$ cat src/rtl/data_write_buffer_pkg.sv
// Shared bus definitions for the core data port, the write buffer and the bridge.
// A queued store entry is addr/size/wstrb/wdata packed into 70 bits.
package data_write_buffer_pkg;

  localparam int ADDR_W = 32;
  localparam int DATA_W = 32;
  localparam int STRB_W = 4;
  localparam int SIZE_W = 2;
  localparam int ENTRY_W = ADDR_W + SIZE_W + STRB_W + DATA_W;

  typedef enum logic [SIZE_W-1:0] {
    SIZE_1B = 2'd0,
    SIZE_2B = 2'd1,
    SIZE_4B = 2'd2
  } size_e;

  typedef struct packed {
    logic [ADDR_W-1:0] addr;
    logic [SIZE_W-1:0] size;
    logic [STRB_W-1:0] wstrb;
    logic [DATA_W-1:0] wdata;
  } wbuf_entry_t;

endpackage

$ cat src/rtl/wbuf_fifo.sv
// Synchronous DEPTH-entry FIFO holding posted stores; head is visible combinationally.
module wbuf_fifo #(
  parameter int DEPTH = 4,
  parameter int WIDTH = 70,
  localparam int PTR_W = $clog2(DEPTH),
  localparam int CNT_W = $clog2(DEPTH + 1)
) (
  input  logic             clk,
  input  logic             resetn,
  input  logic             i_push,
  input  logic             i_pop,
  input  logic [WIDTH-1:0] i_din,
  output logic [WIDTH-1:0] o_dout,
  output logic             o_full,
  output logic             o_empty,
  output logic [CNT_W-1:0] o_count
);

  logic [WIDTH-1:0] r_mem [DEPTH];
  logic [PTR_W-1:0] r_wr_ptr;
  logic [PTR_W-1:0] r_rd_ptr;
  logic [CNT_W-1:0] r_count;
  logic             w_push;
  logic             w_pop;

  assign o_full  = (r_count == CNT_W'(DEPTH));
  assign o_empty = (r_count == '0);
  assign o_count = r_count;
  assign o_dout  = r_mem[r_rd_ptr];
  assign w_push  = i_push && !o_full;
  assign w_pop   = i_pop && !o_empty;

  // Storage carries no reset; only pointers and count define validity.
  always_ff @(posedge clk) begin
    if (w_push) begin
      r_mem[r_wr_ptr] <= i_din;
    end
  end

  always_ff @(posedge clk or negedge resetn) begin
    if (!resetn) begin
      r_wr_ptr <= '0;
      r_rd_ptr <= '0;
      r_count  <= '0;
    end else begin
      if (w_push) begin
        r_wr_ptr <= r_wr_ptr + PTR_W'(1);
      end
      if (w_pop) begin
        r_rd_ptr <= r_rd_ptr + PTR_W'(1);
      end
      if (w_push && !w_pop) begin
        r_count <= r_count + CNT_W'(1);
      end else if (!w_push && w_pop) begin
        r_count <= r_count - CNT_W'(1);
      end
    end
  end

  always_ff @(posedge clk) begin
    if (resetn) begin
      assert (!(i_push && o_full));
      assert (!(i_pop && o_empty));
    end
  end

endmodule

$ cat src/rtl/data_write_buffer.sv
// Posted-write buffer between the core data port and the bridge data port.
// Stores are acked once queued and drained in order; loads wait for all stores to complete.
module data_write_buffer
  import data_write_buffer_pkg::*;
#(
  parameter int DEPTH = 4
) (
  input  logic              clk,
  input  logic              resetn,
  input  logic              cpu_req,
  input  logic              cpu_wr,
  input  logic [SIZE_W-1:0] cpu_size,
  input  logic [STRB_W-1:0] cpu_wstrb,
  input  logic [ADDR_W-1:0] cpu_addr,
  input  logic [DATA_W-1:0] cpu_wdata,
  output logic              cpu_addr_ok,
  output logic              cpu_data_ok,
  output logic [DATA_W-1:0] cpu_rdata,
  output logic              mem_req,
  output logic              mem_wr,
  output logic [SIZE_W-1:0] mem_size,
  output logic [STRB_W-1:0] mem_wstrb,
  output logic [ADDR_W-1:0] mem_addr,
  output logic [DATA_W-1:0] mem_wdata,
  input  logic              mem_addr_ok,
  input  logic              mem_data_ok,
  input  logic [DATA_W-1:0] mem_rdata
);

  localparam int CNT_W = $clog2(DEPTH + 1);

  wbuf_entry_t      w_push_entry;
  wbuf_entry_t      w_head_entry;
  logic             w_fifo_full;
  logic             w_fifo_empty;
  logic [CNT_W-1:0] w_fifo_count;
  logic             w_wr_accept;
  logic             w_drain;
  logic             w_rd_pass;
  logic             w_pop;
  logic             w_wr_done;

  logic [CNT_W-1:0] r_wr_out;
  logic             r_rd_busy;
  logic             r_wr_ack;

  assign w_push_entry = '{addr: cpu_addr, size: cpu_size, wstrb: cpu_wstrb, wdata: cpu_wdata};

  wbuf_fifo #(
    .DEPTH(DEPTH),
    .WIDTH(ENTRY_W)
  ) u_fifo (
    .clk    (clk),
    .resetn (resetn),
    .i_push (w_wr_accept),
    .i_pop  (w_pop),
    .i_din  (w_push_entry),
    .o_dout (w_head_entry),
    .o_full (w_fifo_full),
    .o_empty(w_fifo_empty),
    .o_count(w_fifo_count)
  );

  // Handshake outputs are qualified with resetn so they drop the moment reset asserts.
  assign w_wr_accept = resetn && cpu_req && cpu_wr && !w_fifo_full && !r_rd_busy;
  assign w_drain     = resetn && !w_fifo_empty && !r_rd_busy;
  assign w_rd_pass   = resetn && cpu_req && !cpu_wr && w_fifo_empty &&
                       (r_wr_out == '0) && !r_rd_busy;
  assign w_pop       = w_drain && mem_addr_ok;
  assign w_wr_done   = mem_data_ok && !r_rd_busy;

  assign cpu_addr_ok = w_wr_accept || (w_rd_pass && mem_addr_ok);
  assign cpu_data_ok = resetn && (r_wr_ack || (r_rd_busy && mem_data_ok));
  assign cpu_rdata   = mem_rdata;

  // Drain and load pass-through are exclusive: a load needs an empty FIFO.
  always_comb begin
    mem_req   = w_drain || w_rd_pass;
    mem_wr    = 1'b0;
    mem_size  = cpu_size;
    mem_wstrb = cpu_wstrb;
    mem_addr  = cpu_addr;
    mem_wdata = cpu_wdata;
    if (w_drain) begin
      mem_wr    = 1'b1;
      mem_size  = w_head_entry.size;
      mem_wstrb = w_head_entry.wstrb;
      mem_addr  = w_head_entry.addr;
      mem_wdata = w_head_entry.wdata;
    end
  end

  always_ff @(posedge clk or negedge resetn) begin
    if (!resetn) begin
      r_wr_out  <= '0;
      r_rd_busy <= 1'b0;
      r_wr_ack  <= 1'b0;
    end else begin
      r_wr_ack <= w_wr_accept;
      if (w_rd_pass && mem_addr_ok) begin
        r_rd_busy <= 1'b1;
      end else if (r_rd_busy && mem_data_ok) begin
        r_rd_busy <= 1'b0;
      end
      if (w_pop && !w_wr_done) begin
        r_wr_out <= r_wr_out + CNT_W'(1);
      end else if (!w_pop && w_wr_done) begin
        r_wr_out <= r_wr_out - CNT_W'(1);
      end
    end
  end

  always_ff @(posedge clk) begin
    if (resetn) begin
      assert (!(w_pop && !w_wr_done && (r_wr_out == CNT_W'(DEPTH))));
      assert (!(w_wr_done && !w_pop && (r_wr_out == '0)));
      assert (w_fifo_count <= CNT_W'(DEPTH));
      assert (!(cpu_req && (cpu_size > SIZE_4B)));
    end
  end

endmodule

$ cat config.mk
export PLATFORM = sky130hd
export DESIGN_NAME = data_write_buffer
export DESIGN_NICKNAME = d
export VERILOG_FILES = /design/src/rtl/data_write_buffer_pkg.sv /design/src/rtl/wbuf_fifo.sv /design/src/rtl/data_write_buffer.sv
export SDC_FILE = /design/constraint.sdc
export NUM_CORES = 1
export LEC_CHECK = 0
export ABC_AREA = 1
export BUFFER_PORTS_ARGS = -buffer_cell sky130_fd_sc_hd__buf_2
export CORE_MARGIN = 5
export CORE_UTILIZATION = 30
export CTS_BUF_LIST = sky130_fd_sc_hd__clkbuf_4 sky130_fd_sc_hd__clkbuf_8
export DETAILED_ROUTE_END_ITERATION = 12
export PLACE_DENSITY = 0.56
export SYNTH_ARGS = -nofsm -noshare
export SYNTH_HDL_FRONTEND = slang
export SYNTH_HIERARCHICAL = 1
export SYNTH_SLANG_ARGS = --single-unit
$ cat constraint.sdc
create_clock -name clk -period 6.44 [get_ports clk]
set_clock_uncertainty 0.15 [all_clocks]
set_input_delay 0.966 -clock clk [delete_from_list [all_inputs] [get_ports clk]]
set_output_delay 0.966 -clock clk [all_outputs]
set_load 0.02 [all_outputs]
==> results of run 1 <==
metrics by stage:
stage	cell area, sq um	hold slack (ns)
floorplan	13160	0.2917
global placement	13990	0.3065
detailed placement	13990	0.3128
CTS	14870	0.07788
global route	14870	0.09042
finish	14870	0.1361
worst max path at each step:
stage                             from                  to  cells after the start
floorplan                       cpu_wr  u_fifo/r_mem[0][0]                      6
global placement                resetn       mem_wdata[28]                      9
detailed placement              resetn       mem_wdata[28]                      9
CTS                 u_fifo/r_rd_ptr[0]         mem_size[0]                      7
global route        u_fifo/r_rd_ptr[0]         mem_size[0]                      7
finish              u_fifo/r_rd_ptr[0]         mem_size[0]                      7
final cells by class:
cell class,count,area (sq um)
inverter,169,641.9
tap,585,732.0
multi-input combinational,629,3050
fill,4323,28390
clock inverter,20,95.09
timing repair buffer,162,855.8
sequential,292,8710
antenna,1,2.502
clock buffer,64,787.0
per-layer routing:
metal | part of all wire [%] | up-vias | wire [microns]
met5 | 0.044 | - | 13
met4 | 3.3 | 2 | 959
met3 | 6.0 | 87 | 1768
met2 | 48 | 182 | 14110
met1 | 43 | 3866 | 12640
li1 | - | 4172 | -
power groups by stage:
| stage | Clock (mW) | Combinational, mW | Sequential [mW] |
|---|---|---|---|
| 2_1_floorplan | 0 | 1.63 | 2.30 |
| 3_3_place_gp | 0 | 2.00 | 2.30 |
| 3_5_place_dp | 0 | 2.02 | 2.30 |
| 4_1_cts | 1.57 | 2.03 | 2.26 |
| 5_1_grt | 1.65 | 2.23 | 2.27 |
| 6_report | 1.50 | 1.98 | 2.26 |
layout by cell type, fill, tap and decap left out:
| cell type | n |
|---|---|
| buf_12 | 1 |
| dfrtp_1 | 11 |
| clkbuf_8 | 49 |
| edfxtp_1 | 280 |
| buf_2 | 149 |
| clkinv_2 | 2 |
| clkinvlp_4 | 2 |
| buf_4 | 12 |
| inv_8 | 1 |
| nor2_1 | 4 |
| clkinv_1 | 14 |
| clkbuf_4 | 15 |
| a21oi_1 | 1 |
| ha_1 | 6 |
| o21ai_0 | 2 |
| inv_2 | 4 |
| inv_1 | 164 |
| dfrtp_2 | 1 |
| nand2_4 | 1 |
| nand4_1 | 2 |
| nor2_4 | 5 |
| xnor2_1 | 2 |
| diode_2 | 1 |
| o211ai_1 | 140 |
| clkinv_4 | 2 |
| nor3_1 | 1 |
| or2_2 | 1 |
| fa_1 | 2 |
| nand2_1 | 453 |
| nand3_1 | 9 |
state kept, by name, summed over array words and instances, names as in the netlist:
name / cells
r_wr_ack: 1
r_rd_busy: 1
u_fifo/o_count: 3
u_fifo/r_wr_ptr: 2
r_wr_out: 3
u_fifo/r_mem: 280
u_fifo/r_rd_ptr: 2
cells by family after synthesis:
group | after synthesis | share of synthesized area [%]
simple gates | 476 | 13.84
fa+ha+maj | 8 | 0.8747
flops | 292 | 66.17
buf+inv | 261 | 10.88
xor+xnor | 2 | 0.1331
compound gates | 143 | 8.100
==> results.yml, run 1 <==
status:
  outcome: "finished, final reports clean"
power:
  power.static_leakage_nw: 6.284
  powerDensity_nw_per_um2: 385.8
  power_frac_comb_pct: 34.5
  total_power_mw: 5.739
  p_int_mw: 3.582
  pwr-share-seq_pct: 39.4
  power_frac_clock_pct: 26.1
  peakVddDrop_mv: 0.2743
  power.net_switching_mw: 2.157
  swShare_pct: 37.58
die:
  core_area_sq_um: 43270
  initial_core_util_pct: 30.42
  die_area_sq_um: 48160
  num_rows: 76
  dieWidth_microns: 219.4
  io_pins: 214
  dieHeight_microns: 219.4
placement:
  dp_hpwl_microns: 16860
  dpl.cell_count: 1837
  gp_congestion: 0.7254
  portBuffers: 149
  dpl_worst_slack_ns: 2.274
sta:
  hold_viol_final: 0
  relSlewSlack_pct: 17.83
  setup_viol: 0
  layout_setup_ws_ns: 2.227
  fmax_ghz: 0.2374
  post-route-period-util_pct: 65.42
  tightestPinTransition_ns: 1.230
  tns_ns: 0
  min_period_ns: 4.213
  rsz0062_at_grt: "no"
  drv_slew: 0
setup_path:
  cp-start-kind: "flip-flop"
  path_cells: "inv_8 -> buf_4 -> o211ai_1 -> nand2_1 -> nand2_1 -> nand2_1 -> buf_2"
  r2r-start: "u_fifo/o_count[0]"
  worstPathArrival_ns: 3.10
  end_kind: "output port"
  critical_path_class: "flip-flop to output port"
  cp_num_buf_inv: 3
  cp_slowest_cell: "inv_8"
  critPathTopFamily: "buffers and inverters"
  r2r_setup_slack_ns: 3.16
  critPathMaxStageDelay_ns: 0.65
  worstRegToRegCells: 9
  r2r-end: "u_fifo/r_mem[2][43]"
  cp_max_fo: 183
  cp_data_required_time_ns: 5.32
  crit_top_cell: "nand2_1"
clocking:
  cts_setup_buffers: 0
  h-tree-depth: 2
  path_clk_slew_ns: 0.06
  postCtsResizedCells: 0
  numClockSinks: 292
  cts_tree: "yes"
  postCtsHoldBufs: 0
  ctsLongestPathBuffers: 3
  clk_latency_ns: 0.57
  cts_buffers: 49
  cts_root_buf: "clkbuf_8"
routing:
  wirelength_microns: 29490
  wire_per_inst_microns: 15.35
  drtIter0Drc: 338
  route.detailed.drc: 0
  vias: 8309
  drt_pre_antenna_iters: 4
  viasPerCell: 4.323
  drtAntennaViolNets: 0
grt:
  met2_usage_pct: 20.24
  grt_use_total_pct: 12.05
  gr-total-overflow: 0
  globalRouteMet3Util_pct: 3.131
  antenna_found_initial: 2
  grt_pass1_vias: 8191
  grt.busiest_layer: "met2"
  grt_max_degree: 184
  grt_pass1_wl_microns: 45310
  grt_util_met1_pct: 14.74
logic_synthesis:
  yosys_warnings: 6
  ys_ff_latch: 292
  synth_ff_type: "edfxtp_1"
  avgSynthCellArea_sq_um: 11.13
  synth-async-reset-ratio_pct: 4.110
  synth_edf_count: 280
  ys_top_cells_by_area: "edfxtp_1, nand2_1, o211ai_1"
  ys_seq_area_share_pct: 66.17
  syn_area_sq_um: 13160
  synth_cell_types: 23
  synth_nets: 1298
  ys_top_cells_by_count: "nand2_1, edfxtp_1, inv_1"
  synth_top_area_cell: "edfxtp_1"
  synth_top_area_share_pct: 63.89
  yosys.cell_count.top_type: "nand2_1"
  syn-instance-count: 1182
layout:
  final_cells: 1922
  area_growth_pct: 13.03
  nets: 1419
  drive_gt1_share_pct: 18.34
  utilization_pct: 34.38
min_path:
  hold_path_class: "primary input to asynchronous set/reset pin"
job:
  maxCapViolCount: 0
Power figures use the tool's default switching activity.
==> inputs of run 2 (changes only) <==
--- a/config.mk
+++ b/config.mk
@@ -11,7 +11,7 @@
 export CORE_UTILIZATION = 30
 export CTS_BUF_LIST = sky130_fd_sc_hd__clkbuf_4 sky130_fd_sc_hd__clkbuf_8
 export DETAILED_ROUTE_END_ITERATION = 12
-export PLACE_DENSITY = 0.56
+export PLACE_DENSITY = 0.57
 export SYNTH_ARGS = -nofsm -noshare
 export SYNTH_HDL_FRONTEND = slang
 export SYNTH_HIERARCHICAL = 1
==> constraint.sdc (replaced) <==
create_clock -name clk -period 3.4 [get_ports clk]
set_clock_uncertainty 0.15 [all_clocks]
set_input_delay 0.51 -clock clk [delete_from_list [all_inputs] [get_ports clk]]
set_output_delay 0.51 -clock clk [all_outputs]
set_load 0.02 [all_outputs]
==> run 2 against run 1 <==
  * Combinational power increased by 96%
  * Cell count up 0.68%
  * Via count fell by 0.13%
  * Critical path depth increased by 4
  * Non-clock buffer count increased by 14
  * Flip-flop and latch count is the same
  * Cell area up 1.8%
  * Sequential power grew 90%
  * Critical path type is now primary input to output port
==> results.yml, run 2 (synthesis gave the netlist of run 1 again) <==
sta:
  post-route-period-util_pct: 93.62
  min_period_ns: 3.183
  fmax_ghz: 0.3141
  tns_ns: 0
  relSlewSlack_pct: 65.61
  hold_viol_final: 0
  hold_ws_ns: 0.04806
  drv_slew: 0
  setup_viol: 0
  rsz0062_at_grt: "no"
  tightestPinTransition_ns: 0.5158
layout:
  nets: 1429
  final_cell_mix: "nand2_1, edfxtp_1, inv_1"
  layout.cells.most_common: "nand2_1"
  max_flop_register: "u_fifo/r_mem"
  utilization_pct: 34.99
  area_growth_pct: 15.05
  drive_gt1_share_pct: 19.48
  diodes: 0
  largest_register_ffs: 280
grt:
  grt_pass1_wl_microns: 45190
  antenna_found_initial: 2
  grt_max_degree: 92
  gr-total-overflow: 0
  grt_use_total_pct: 12.02
  grt_pass1_vias: 8003
clocking:
  ctsLongestPathBuffers: 3
  numClockSinks: 292
  path_clk_slew_ns: 0.06
  cts_setup_buffers: 0
  cts_tree: "yes"
  cts_buffers: 45
  h-tree-depth: 2
  clk_latency_ns: 0.56
  postCtsResizedCells: 0
  cts_root_buf: "clkbuf_8"
setup_path:
  cp_max_fo: 38
  cp_num_cells: 11
  worstRegToRegCells: 15
  worstPathArrival_ns: 2.52
  cp_slowest_cell: "dlygate4sd3_1"
  end_kind: "output port"
  crit_end: "mem_addr[24]"
  r2r_setup_slack_ns: 0.73
  cp_data_required_time_ns: 2.74
  critical_path_class: "primary input to output port"
  critPathTopFamily: "buffers and inverters"
  startpoint: "resetn"
  path_cells: "dlygate4sd3_1 -> buf_2 -> buf_4 -> inv_2 -> nor2_4 -> nand2_4 -> inv_2 -> buf_4 -> nand2_1 -> nand2_1 -> buf_2"
  critPathMaxStageDelay_ns: 0.52
  r2r-end: "u_fifo/o_count[2]"
  r2r-start: "u_fifo/o_count[0]"
  cp_num_buf_inv: 7
  cp-start-kind: "primary input"
job:
  maxCapViolCount: 0
power:
  peakVddDrop_mv: 0.3055
  power.static_leakage_nw: 6.422
  powerDensity_nw_per_um2: 739.2
status:
  outcome: "finished, final reports clean"
placement:
  dp_hpwl_microns: 17760
  gp_congestion: 0.7204
  portBuffers: 149
routing:
  vias: 8298
  viasPerCell: 4.288
  drtIter0Drc: 489
  route.detailed.drc: 0
  wirelength_microns: 29590
  drt_pre_antenna_iters: 5
  drtAntennaViolNets: 0
  wire_per_inst_microns: 15.29
die:
  die_area_sq_um: 48160
  core_area_sq_um: 43270
  io_pins: 214
  dieWidth_microns: 219.4
  dieHeight_microns: 219.4
  num_rows: 76
  initial_core_util_pct: 30.42
min_path:
  hold_path_class: "primary input to flip-flop"
[run 2: layout make-up]
cell class                      instances  area [sq um]
Inverter                              169         641.9
Tap cell                              585         732.0
Clock inverter                         13         113.9
Clock buffer                           71         839.6
Timing Repair Buffer                  176          1054
Multi-Input combinational cell        629          3050
Fill cell                            4281         28130
Sequential cell                       292          8710
[run 2: through the flow]
stage | power (mW) | setup slack [ns] | std cells | area [sq um]
after floorplan | 7.431 | -0.1421 | 1182 | 13170
after detailed placement | 8.331 | 0.7261 | 1844 | 14120
after global routing | 11.98 | 0.04422 | 1935 | 15140
after global placement | 8.283 | 0.7679 | 1844 | 14120
final | 11.19 | 0.2168 | 1935 | 15140
after CTS | 11.41 | 0.1871 | 1935 | 15140
[run 2: where the power goes]
group | switching (mW) | total, mW | leakage, nW | internal (mW)
sequential | 0.101 | 4.29 | 2.67 | 4.19
clock | 1.30 | 3.02 | 0.514 | 1.72
combinational | 2.69 | 3.88 | 3.23 | 1.19
total | 4.09 | 11.2 | 6.42 | 7.10
[run 2: how the worst min path moves through the flow]
| stage | startpoint | endpoint | slack [ns] | depth (start not counted) |
|---|---|---|---|---|
| floorplan | resetn | r_rd_busy | 0.06 | 0 |
| global placement | r_wr_out[2] | r_wr_out[2] | 0.31 | 2 |
| detailed placement | resetn | r_wr_out[0] | 0.32 | 2 |
| CTS | cpu_wdata[0] | u_fifo/r_mem[2][0] | 0.0002 | 1 |
| global route | cpu_addr[17] | u_fifo/r_mem[2][55] | 0.008 | 1 |
| finish | cpu_addr[7] | u_fifo/r_mem[2][45] | 0.05 | 1 |
[run 2: what timing repair did]
| item | CTS | global route |
|---|---|---|
| endpoints found under the setup margin | 0 | 0 |
| hold endpoints to repair | 30 | 0 |
| hold buffers | 7 | 0 |
[run 2: metal layers]
metal	global-route usage [%]	share of wire (%)
met5	0	0.074
met4	3.538	2.1
met3	2.842	5.2
met2	20.15	48
met1	15.55	45
